## src/rtl/apb_reg_slave_if.sv

```systemverilog
// APB3 bus bundle between one requester and the register-bank completer.
// Latency: none, wires only.
// Backpressure: the completer stretches transfers by holding PREADY low.
interface apb_reg_slave_if;
    logic        PSEL;
    logic        PENABLE;
    logic        PWRITE;
    logic [31:0] PADDR;
    logic [31:0] PWDATA;
    logic [31:0] PRDATA;
    logic        PREADY;
    logic        PSLVERR;

    modport master (
        output PSEL, PENABLE, PWRITE, PADDR, PWDATA,
        input  PRDATA, PREADY, PSLVERR
    );

    modport slave (
        input  PSEL, PENABLE, PWRITE, PADDR, PWDATA,
        output PRDATA, PREADY, PSLVERR
    );
endinterface

```

## src/rtl/apb_reg_slave.sv

```systemverilog
// APB3 completer: ID register, saturating error counter, and a bank of R/W registers.
// Latency: PREADY rises WAIT_STATES+1 edges after the setup edge; a transfer is 3+WAIT_STATES cycles.
// Backpressure: inserts WAIT_STATES access cycles; a dropped PSEL aborts and a fresh setup restarts.
module apb_reg_slave #(
    parameter int          NUM_REGS    = 16,
    parameter int          WAIT_STATES = 1,
    parameter logic [31:0] ID_VALUE    = 32'hA0B1_0001
) (
    input  logic            PCLK,
    input  logic            PRESET,
    apb_reg_slave_if.slave  apb
);

    localparam int          IW         = $clog2(NUM_REGS);
    localparam logic [31:0] ADDR_LIMIT = 32'(4 * NUM_REGS);

    typedef enum logic [1:0] {
        IDLE,
        ACCESS,
        DONE
    } state_t;

    state_t        state;
    logic [31:0]   lat_addr;
    logic [31:0]   lat_wdata;
    logic          lat_write;
    logic [3:0]    wait_cnt;
    logic [31:0]   err_cnt;
    logic [31:0]   regs [NUM_REGS];

    logic [31:0]   prdata;
    logic          pready;
    logic          pslverr;

    logic          setup_seen;
    logic [IW-1:0] idx;
    logic          acc_err;
    logic [31:0]   rd_val;

    assign apb.PRDATA  = prdata;
    assign apb.PREADY  = pready;
    assign apb.PSLVERR = pslverr;

    assign setup_seen = apb.PSEL & ~apb.PENABLE;

    // Decode the latched request: word index, error classification, read mux.
    always_comb begin
        idx     = lat_addr[IW+1:2];
        acc_err = (lat_addr[1:0] != 2'b00)
                | (lat_addr >= ADDR_LIMIT)
                | (lat_write & ((idx == '0) | (idx == IW'(1))));
        if (idx == '0) begin
            rd_val = ID_VALUE;
        end else if (idx == IW'(1)) begin
            rd_val = err_cnt;
        end else begin
            rd_val = regs[idx];
        end
    end

    // Transfer FSM with registered PREADY/PRDATA/PSLVERR and the register bank.
    // A sampled setup is taken from any state, which covers both the normal
    // IDLE entry, the back-to-back DONE entry and a restart inside ACCESS.
    always_ff @(posedge PCLK) begin
        if (PRESET) begin
            state     <= IDLE;
            pready    <= 1'b0;
            pslverr   <= 1'b0;
            prdata    <= '0;
            err_cnt   <= '0;
            wait_cnt  <= '0;
            lat_addr  <= '0;
            lat_wdata <= '0;
            lat_write <= 1'b0;
            for (int i = 0; i < NUM_REGS; i++) begin
                regs[i] <= '0;
            end
        end else begin
            pready <= 1'b0;
            if (setup_seen) begin
                lat_addr  <= apb.PADDR;
                lat_wdata <= apb.PWDATA;
                lat_write <= apb.PWRITE;
                wait_cnt  <= 4'(WAIT_STATES);
                pslverr   <= 1'b0;
                state     <= ACCESS;
            end else begin
                case (state)
                    IDLE: begin
                        state <= IDLE;
                    end
                    ACCESS: begin
                        if (!apb.PSEL) begin
                            // Requester walked away: drop the transfer silently.
                            state <= IDLE;
                        end else if (wait_cnt != 4'd0) begin
                            wait_cnt <= wait_cnt - 4'd1;
                        end else begin
                            pready <= 1'b1;
                            state  <= DONE;
                            if (acc_err) begin
                                pslverr <= 1'b1;
                                if (!lat_write) begin
                                    prdata <= '0;
                                end
                                if (err_cnt != 32'hFFFF_FFFF) begin
                                    err_cnt <= err_cnt + 32'd1;
                                end
                            end else begin
                                pslverr <= 1'b0;
                                if (lat_write) begin
                                    regs[idx] <= lat_wdata;
                                end else begin
                                    prdata <= rd_val;
                                end
                            end
                        end
                    end
                    DONE: begin
                        state <= IDLE;
                    end
                    default: begin
                        state <= IDLE;
                    end
                endcase
            end
        end
    end

endmodule

```

## src/flat_wrapper.sv

```systemverilog
// flat-port wrapper written by rule: the top's interface ports become plain ports
module apb_reg_slave_flat 
#(
    parameter int          NUM_REGS    = 16,
    parameter int          WAIT_STATES = 1,
    parameter logic [31:0] ID_VALUE    = 32'hA0B1_0001
)
  (PCLK, PRESET, apb_PSEL, apb_PENABLE, apb_PWRITE, apb_PADDR, apb_PWDATA, apb_PRDATA, apb_PREADY, apb_PSLVERR);
  apb_reg_slave_if apb_i ();
  input  logic PCLK;
  input  logic PRESET;
  input wire logic [$bits(apb_i.PSEL)-1:0] apb_PSEL;
  input wire logic [$bits(apb_i.PENABLE)-1:0] apb_PENABLE;
  input wire logic [$bits(apb_i.PWRITE)-1:0] apb_PWRITE;
  input wire logic [$bits(apb_i.PADDR)-1:0] apb_PADDR;
  input wire logic [$bits(apb_i.PWDATA)-1:0] apb_PWDATA;
  output wire logic [$bits(apb_i.PRDATA)-1:0] apb_PRDATA;
  output wire logic [$bits(apb_i.PREADY)-1:0] apb_PREADY;
  output wire logic [$bits(apb_i.PSLVERR)-1:0] apb_PSLVERR;
  assign apb_i.PSEL = apb_PSEL;
  assign apb_i.PENABLE = apb_PENABLE;
  assign apb_i.PWRITE = apb_PWRITE;
  assign apb_i.PADDR = apb_PADDR;
  assign apb_i.PWDATA = apb_PWDATA;
  assign apb_PRDATA = apb_i.PRDATA;
  assign apb_PREADY = apb_i.PREADY;
  assign apb_PSLVERR = apb_i.PSLVERR;
  apb_reg_slave #(.NUM_REGS(NUM_REGS), .WAIT_STATES(WAIT_STATES), .ID_VALUE(ID_VALUE)) u_core (.PCLK(PCLK), .PRESET(PRESET), .apb(apb_i));
endmodule
```

## config.mk

```make
export PLATFORM = sky130hd
export DESIGN_NAME = apb_reg_slave_flat
export DESIGN_NICKNAME = d
export VERILOG_FILES = /design/src/rtl/apb_reg_slave_if.sv /design/src/rtl/apb_reg_slave.sv /design/src/flat_wrapper.sv
export SDC_FILE = /design/constraint.sdc
export NUM_CORES = 1
export LEC_CHECK = 0
export CAP_MARGIN = 25
export CORE_MARGIN = 2
export CORE_UTILIZATION = 53
export CTS_BUF_LIST = sky130_fd_sc_hd__clkbuf_8
export CTS_CLUSTER_SIZE = 30
export DETAILED_ROUTE_END_ITERATION = 10
export PLACE_DENSITY = 0.8
export SLEW_MARGIN = 5
export SYNTH_ARGS = -nofsm -noshare
export SYNTH_HDL_FRONTEND = slang
export SYNTH_SLANG_ARGS = --single-unit
```

## constraint.sdc

```tcl
create_clock -name PCLK -period 7.5 [get_ports PCLK]
set_clock_uncertainty 0.1 [all_clocks]
set_input_delay 1.5 -clock PCLK [delete_from_list [all_inputs] [get_ports PCLK]]
set_output_delay 1.5 -clock PCLK [all_outputs]
set_load 0.01 [all_outputs]
```

Yosys cells after proc, flatten, opt, wreduce, memory -nomap -nowiden:

Memories as Yosys holds them, arrays and structs flattened. A register that Yosys moved wholly into a read port is not among the register bits.
Cells that the tools add are included.

* add/sub/neg operators: 2
* order comparisons: 1
* eq/ne operators: 4
* mux-type cells: 30
* bitwise operators: 11
* reduce and logical (&&, ||, !) cells: 14

Operators with widths (count)
* $mux 32: 6
* $add 32x1->32 const B: 1
* $ge 32x7->1 const B: 1
* $ne 32x32->1 const B: 1
* $reduce_or 32->1: 1
* $mux 1: 21
* $mux 4: 3
* $reduce_and 3->1: 3
* $reduce_bool 2->1: 4
* $not 1->1: 6
* $reduce_and 6->1: 1
* $reduce_and 5->1: 1
* $eq 4x1->1 const B: 1
* $logic_not 4->1: 1
* $ne 4x3->1 const B: 1
* $reduce_bool 4->1: 1
* $reduce_or 4->1: 1
* $sub 4x1->4 const B: 1
* $or 1x1->1: 3
* $and 1x1->1: 2
* $eq 2x1->1 const B: 1
* $reduce_or 2->1: 1

* flip-flop bits (word level): 137
* memory bits (writable): 512
* bits of input ports: 69
* output and inout bits: 34
* logic and storage cells: 74
* memories kept: 1

Memories
* u_core.regs: depth 16, width 32, rd ports 1, clocked after Yosys merged registers in 1, wr ports 16, line apb_reg_slave.sv:29 `logic [31:0] regs [NUM_REGS];`

Longest topological paths before layout:

* depth in word-level cells: 13
* gate-level depth with buffers: 10

Worst setup path before layout:

OpenSTA, ideal clock, no wires.

* path kind: input -> register
* from: input apb_PENABLE
* to: memory u_core.regs[12][0], enable pin
* arrival: 3.052 ns
* path slack: 3.974 ns
* stages on the path: 6
* path buffers: 1
* cell sequence: nand4b_1 nor2_1 nand4bb_4 buf_4 nor4_4 or2_2

RTL lines
* start, declared: line flat_wrapper.sv:13 `input wire logic [$bits(apb_i.PENABLE)-1:0] apb_PENABLE;`
* end, declared: line apb_reg_slave.sv:29

==> flow_summary.ini <==
[status]
status = finished clean

[synthesis]
synth_top_family_by_area = simple AND/OR/NAND/NOR gates
synth-adder-area-share_pct = 0.0886
synth_compound_area_share_pct = 3.89
netlist_instances = 1966
yosys_register_bits = 653
synthSimpleGateAreaFrac_pct = 15.7
syn_area_per_cell_um2 = 14.4
netlist_area_um2 = 28300
yosysWarnings = 0
synth_xor_area_share_pct = 0.0930
synth_seq_area_share_pct = 64.4
ys_types = 51
muxShareOfSynthArea_pct = 13.1

[sta]
rsz0062_at_grt = false
worst_pin_slew_ps = 1020
hold_viol_final = 0
tns_ps = 0
relSlewSlack_pct = 32.1
setup_viol = 0
fmax_ghz = 0.215
finalCritPeriodShare_pct = 62.2
slew_viol_final = 0
fin_crit_ps = 4660
fin_ws_ps = 2840
whs_ps = 351

[critical_path]
crit_path_end_kind = flip-flop
worstPathArrival_ps = 4870
regToRegSetupSlack_ps = 3250
worstPathMaxFanout = 33
cp-start-kind = input pin
cp_data_required_time_ps = 7710
worst-setup-path-type = input pin to flip-flop

[clock_tree]
cts_tree = yes
cts_buffers = 105
cts_resized = 0
clock_latency_ps = 720
htree_levels = 3
clock_sinks = 653
cts-root-buf = clkbuf_8
post_cts_buffers = 0
clk_pin_slew_ps = 60
clockBufferDepth = 3
cts_hold_buffers = 0

[global_route]
grt_pass1_vias = 16955
grt_max_degree = 111
grt_usage_pct = 23.8
grt_overflow_total = 0
antenna_found_initial = 7
grt_pass1_wl_mm = 99.0

[layout]
area_growth_pct = 14.1
stdcell_count = 2884
layout-drive-gt1-share_pct = 17.8
utilization_pct = 61.2
final_nets = 2178

[routing]
wl_mm = 65.5
drc = 0
vias_per_cell = 5.81
dr.pass1.iters = 5
drt_first_iter_violations = 1748
num_vias = 16763
ant_nets = 0
post_drt_wl_per_cell_um = 22.7

[pwr]
power.density_nw_per_um2 = 233
peakVddDrop_uv = 133
p_leak_nw = 11.5

[min_path]
hold_path.class = flip-flop to flip-flop

[floorplanning]
initial_utilization_pct = 53.7
coreArea_um2 = 52700
dieArea_um2 = 55200
pin_count = 103
rows = 84
die-height_um = 235
fp.dieW_um = 235

[placed_design]
gp_congestion = 0.855
place_ws_ps = 1870
port_buffers = 102
dpl.hpwl_mm = 41.5
placed_cells = 2685

[run]
max-cap-violations = 0
[area by class of cell]
class                      count  area (µm²)
antenna                        1        2.50
timing repair buffer         133        1290
clock inverter                69         377
inverter                      42         158
sequential                   653       18200
fill                        3828       20400
clock buffer                 126        1730
multi-input combinational   1172        9620
tap                          688         861
[metrics by stage]
stage | power (mW) | cell area (µm²)
2_1_floorplan | 4.41 | 28500
3_3_place_gp | 4.59 | 30100
3_5_place_dp | 4.60 | 30100
4_1_cts | 7.56 | 32200
5_1_grt | 7.75 | 32300
6_report | 7.52 | 32300
[report_power, final]
part / total [mW] / internal, mW / switching [mW]
Combinational: 0.419 / 0.185 / 0.234
Clock: 2.98 / 1.57 / 1.41
Sequential: 4.11 / 4.02 / 0.0912
[critical path, cell delays in order]
cell and delay (ps):
clkdlybuf4s50_1 600, nand4b_1 210, nor2_1 360, nand4bb_4 590, nor4_4 390, buf_4 370
or2_2 790
[registers in the layout (all words and copies together) (netlist names), 2 cells and up, named ones only]
signal	cells
u_core.apb.PRDATA	32
u_core.state	2
u_core.regs	512
u_core.wait_cnt	4
u_core.lat_addr	32
u_core.err_cnt	32
u_core.lat_wdata	32
[worst paths after layout]
check                                                 startpoint                               end  cells past startpoint
worst max-delay path                                    apb_PSEL  u_core.regs[3][30]$_SDFFCE_PN0P_                      7
worst min-delay path            u_core.lat_addr[20]$_SDFFE_PP0P_  u_core.lat_addr[20]$_SDFFE_PP0P_                      2
worst max register to register   u_core.lat_addr[5]$_SDFFE_PP0P_  u_core.regs[3][30]$_SDFFCE_PN0P_                      6
worst min register to register  u_core.lat_addr[20]$_SDFFE_PP0P_  u_core.lat_addr[20]$_SDFFE_PP0P_                      2
[cell families after synthesis]
| family | Yosys count |
|---|---|
| compound gates | 185 |
| xor+xnor | 3 |
| other cells | 1 |
| fa+ha+maj | 2 |
| flops | 653 |
| simple gates | 750 |
| mux | 168 |
| buf+inv | 204 |
[layout by cell type, fill, tap and decap left out, drive strengths merged, types with 18 or more instances in the layout]
| master | n |
|---|---|
| conb | 64 |
| a21oi | 89 |
| o31ai | 18 |
| and2 | 449 |
| nor4 | 22 |
| dfxtp | 141 |
| inv | 86 |
| nand2 | 148 |
| clkbuf | 126 |
| clkinv | 22 |
| o21ai | 36 |
| edfxtp | 512 |
| or4 | 22 |
| buf | 32 |
| mux4 | 160 |
| clkdlybuf4s50 | 101 |
| a22oi | 25 |
[layer usage]
metal | GRT usage (%) | part of all wire [%]
met4 | 7.21 | 2.2
met1 | 31.7 | 39
met3 | 8.00 | 11
met2 | 37.2 | 48
met5 | 0 | 0.017
[synthesized netlist by cell type, drive strengths merged]
cell,number,area (µm²)
or4b,1,10.0
nand4b,2,17.5
dfxtp,141,2820
mux2i,1,10.0
ha,2,25.0
and2,449,2810
a22oi,25,188
o31a,2,17.5
nand4bb,1,27.5
nor4b,3,45.0
nor2b,8,50.1
nand4,10,62.6
clkbuf,139,523
a221oi,7,61.3
a21oi,89,445
conb,1,3.75
nand3,11,55.1
mux4,160,3600
or3b,2,17.5
nor3,17,115
nand2b,6,37.5
and4,4,35.0
and3,7,43.8
o31ai,18,135
or3,3,18.8
buf,23,95.1
nor2,17,63.8
o21a,1,7.51
nor4,22,204
o41ai,2,17.5
xor2,1,8.76
inv,42,158
mux2,7,78.8
o2111ai,1,8.76
edfxtp,512,15400
or4,22,165
xnor2,2,17.5
a211o,1,8.76
o311ai,2,17.5
nand2,148,556
or2,17,106
o21ai,36,180
a2111o,1,11.3
No activity file was read; power rests on OpenSTA's default activity.
==> edit, RTL diff (same flow settings) <==
`NUM_REGS` is set to 16 in 2 places; all go to 8.
--- a/src/rtl/apb_reg_slave.sv
+++ b/src/rtl/apb_reg_slave.sv
@@ -2,7 +2,7 @@
 // Latency: PREADY rises WAIT_STATES+1 edges after the setup edge; a transfer is 3+WAIT_STATES cycles.
 // Backpressure: inserts WAIT_STATES access cycles; a dropped PSEL aborts and a fresh setup restarts.
 module apb_reg_slave #(
-    parameter int          NUM_REGS    = 16,
+    parameter int          NUM_REGS    = 8,
     parameter int          WAIT_STATES = 1,
     parameter logic [31:0] ID_VALUE    = 32'hA0B1_0001
 ) (
--- a/src/flat_wrapper.sv
+++ b/src/flat_wrapper.sv
@@ -1,7 +1,7 @@
 // flat-port wrapper written by rule: the top's interface ports become plain ports
 module apb_reg_slave_flat 
 #(
-    parameter int          NUM_REGS    = 16,
+    parameter int          NUM_REGS    = 8,
     parameter int          WAIT_STATES = 1,
     parameter logic [31:0] ID_VALUE    = 32'hA0B1_0001
 )
Function: not settled (the Yosys comparison gave no result); the edit may change what the design does.
==> edit against the unedited design <==
- sequential share of layout area fell by 3.0 points
- sequential cell count fell by 257
- global-route usage fell by 1.2 points
- synthesized area fell by 41%
- non-clock buffer count fell by 4
- largest power group unchanged
- setup slack improved by 0.053 ns
- power fell by 41%
- wire length fell by 43%
- final area fell by 39%
==> edit: results (changes against the unedited design) <==
| Metric | Value |
|---|---|
| Clock buffer count | 78 (-38%) |
| Synth area leaders | edfxtp_1, dfxtp_1, mux4_2 |
| Grt met3 use | 4.39% (-3.6 points) |
| H-tree Lvls | 2 (-1) |
| Nonclk buf count | 129 (-3.0%) |
| XOR/XNOR share of the synthesized area | 0.156% (+0.063 points) |
| ClkCell Share | 6.26% (-0.28 points) |
| Metal3 WL | 2370 um (-68%) |
| Lkg Pwr | 6.92 nW (-40%) |
| Sequential share of cell area | 53.4% (-3.0 points) |
| Adder-cell share of the synthesized area | 0.149% (+0.060 points) |
| Initial antenna violation count | 0 (-7) |
| Top Layer Used | met4 |
| Worst slew pin tran | 0.943 ns (-0.0755 ns) |
| Number of buffers created by CTS | 61 (-42%) |
| # nets final | 1571 (-28%) |
| Largest net degree at the start of global routing | 105 (-5.4%) |
| Vias in the first global route | 10804 (-36%) |
| Total power | 4.47 mW (-41%) |
| Reg2reg path depth | 8 (+2) |
| Sequential cell area | 10500 um2 (-42%) |
| Clock Sinks | 396 (-39%) |
| DR WL met2 | 18100 um (-42%) |
| Gp weighted congestion | 0.827 (-3.3%) |
| Routed WL | 37300 um (-43%) |
| Outcome | complete, no violations |
| NonClk Buf Share | 6.28% (+2.3 points) |
| Most frequent cells after synthesis | edfxtp_1, and2_1, nand2_1 |
| Logic inverters | 5 (-88%) |
| Met1 Wirelength | 15600 um (-38%) |
| Layout cell share with drive strength beyond 1 | 13.0% (-4.8 points) |
| GR Layer Usage met1 | 29.7% (-2.0 points) |
| Antenna Cells | 0 (-1) |
| Reg2reg setup slack | 3.35 ns (+0.10 ns) |
| Syn avg cell area | 12.5 um2 (-13%) |
| Switching power | 1.02 mW (-41%) |
| Multi-input gate area | 6160 um2 (-36%) |
| Number of enable flip-flop cells after synthesis | 256 (-50%) |
edit: cell count changes after synthesis, moves of 24 or more:
cell	delta
a22oi_1	-25
o21ai_0	+29
nand2_1	+31
mux4_2	-96
and2_1	-256
mux2i_1	+24
inv_1	-37
clkbuf_1	-78
edfxtp_1	-256
a31oi_1	+25
nor2_1	+26
edit: worst max-delay path by stage:
| stage | endpoint | slack, ns | cells after the start |
|---|---|---|---|
| after floorplan | u_core.regs[5][0] | 3.31 | 7 |
| after global placement | u_core.regs[4][24] | 2.40 | 8 |
| after detailed placement | u_core.regs[4][30] | 2.28 | 8 |
| after CTS | u_core.regs[4][27] | 2.90 | 8 |
| after global routing | u_core.regs[4][27] | 2.71 | 8 |
| final | u_core.regs[4][30] | 2.89 | 8 |
edit: critical path: stages:
cell             delay [ns]
clkdlybuf4s50_1        0.59
nand3b_1               0.22
nor4_1                 0.28
or4b_1                 0.72
nor4_4                 0.22
buf_4                  0.35
or2_1                  0.47
buf_4                  0.42
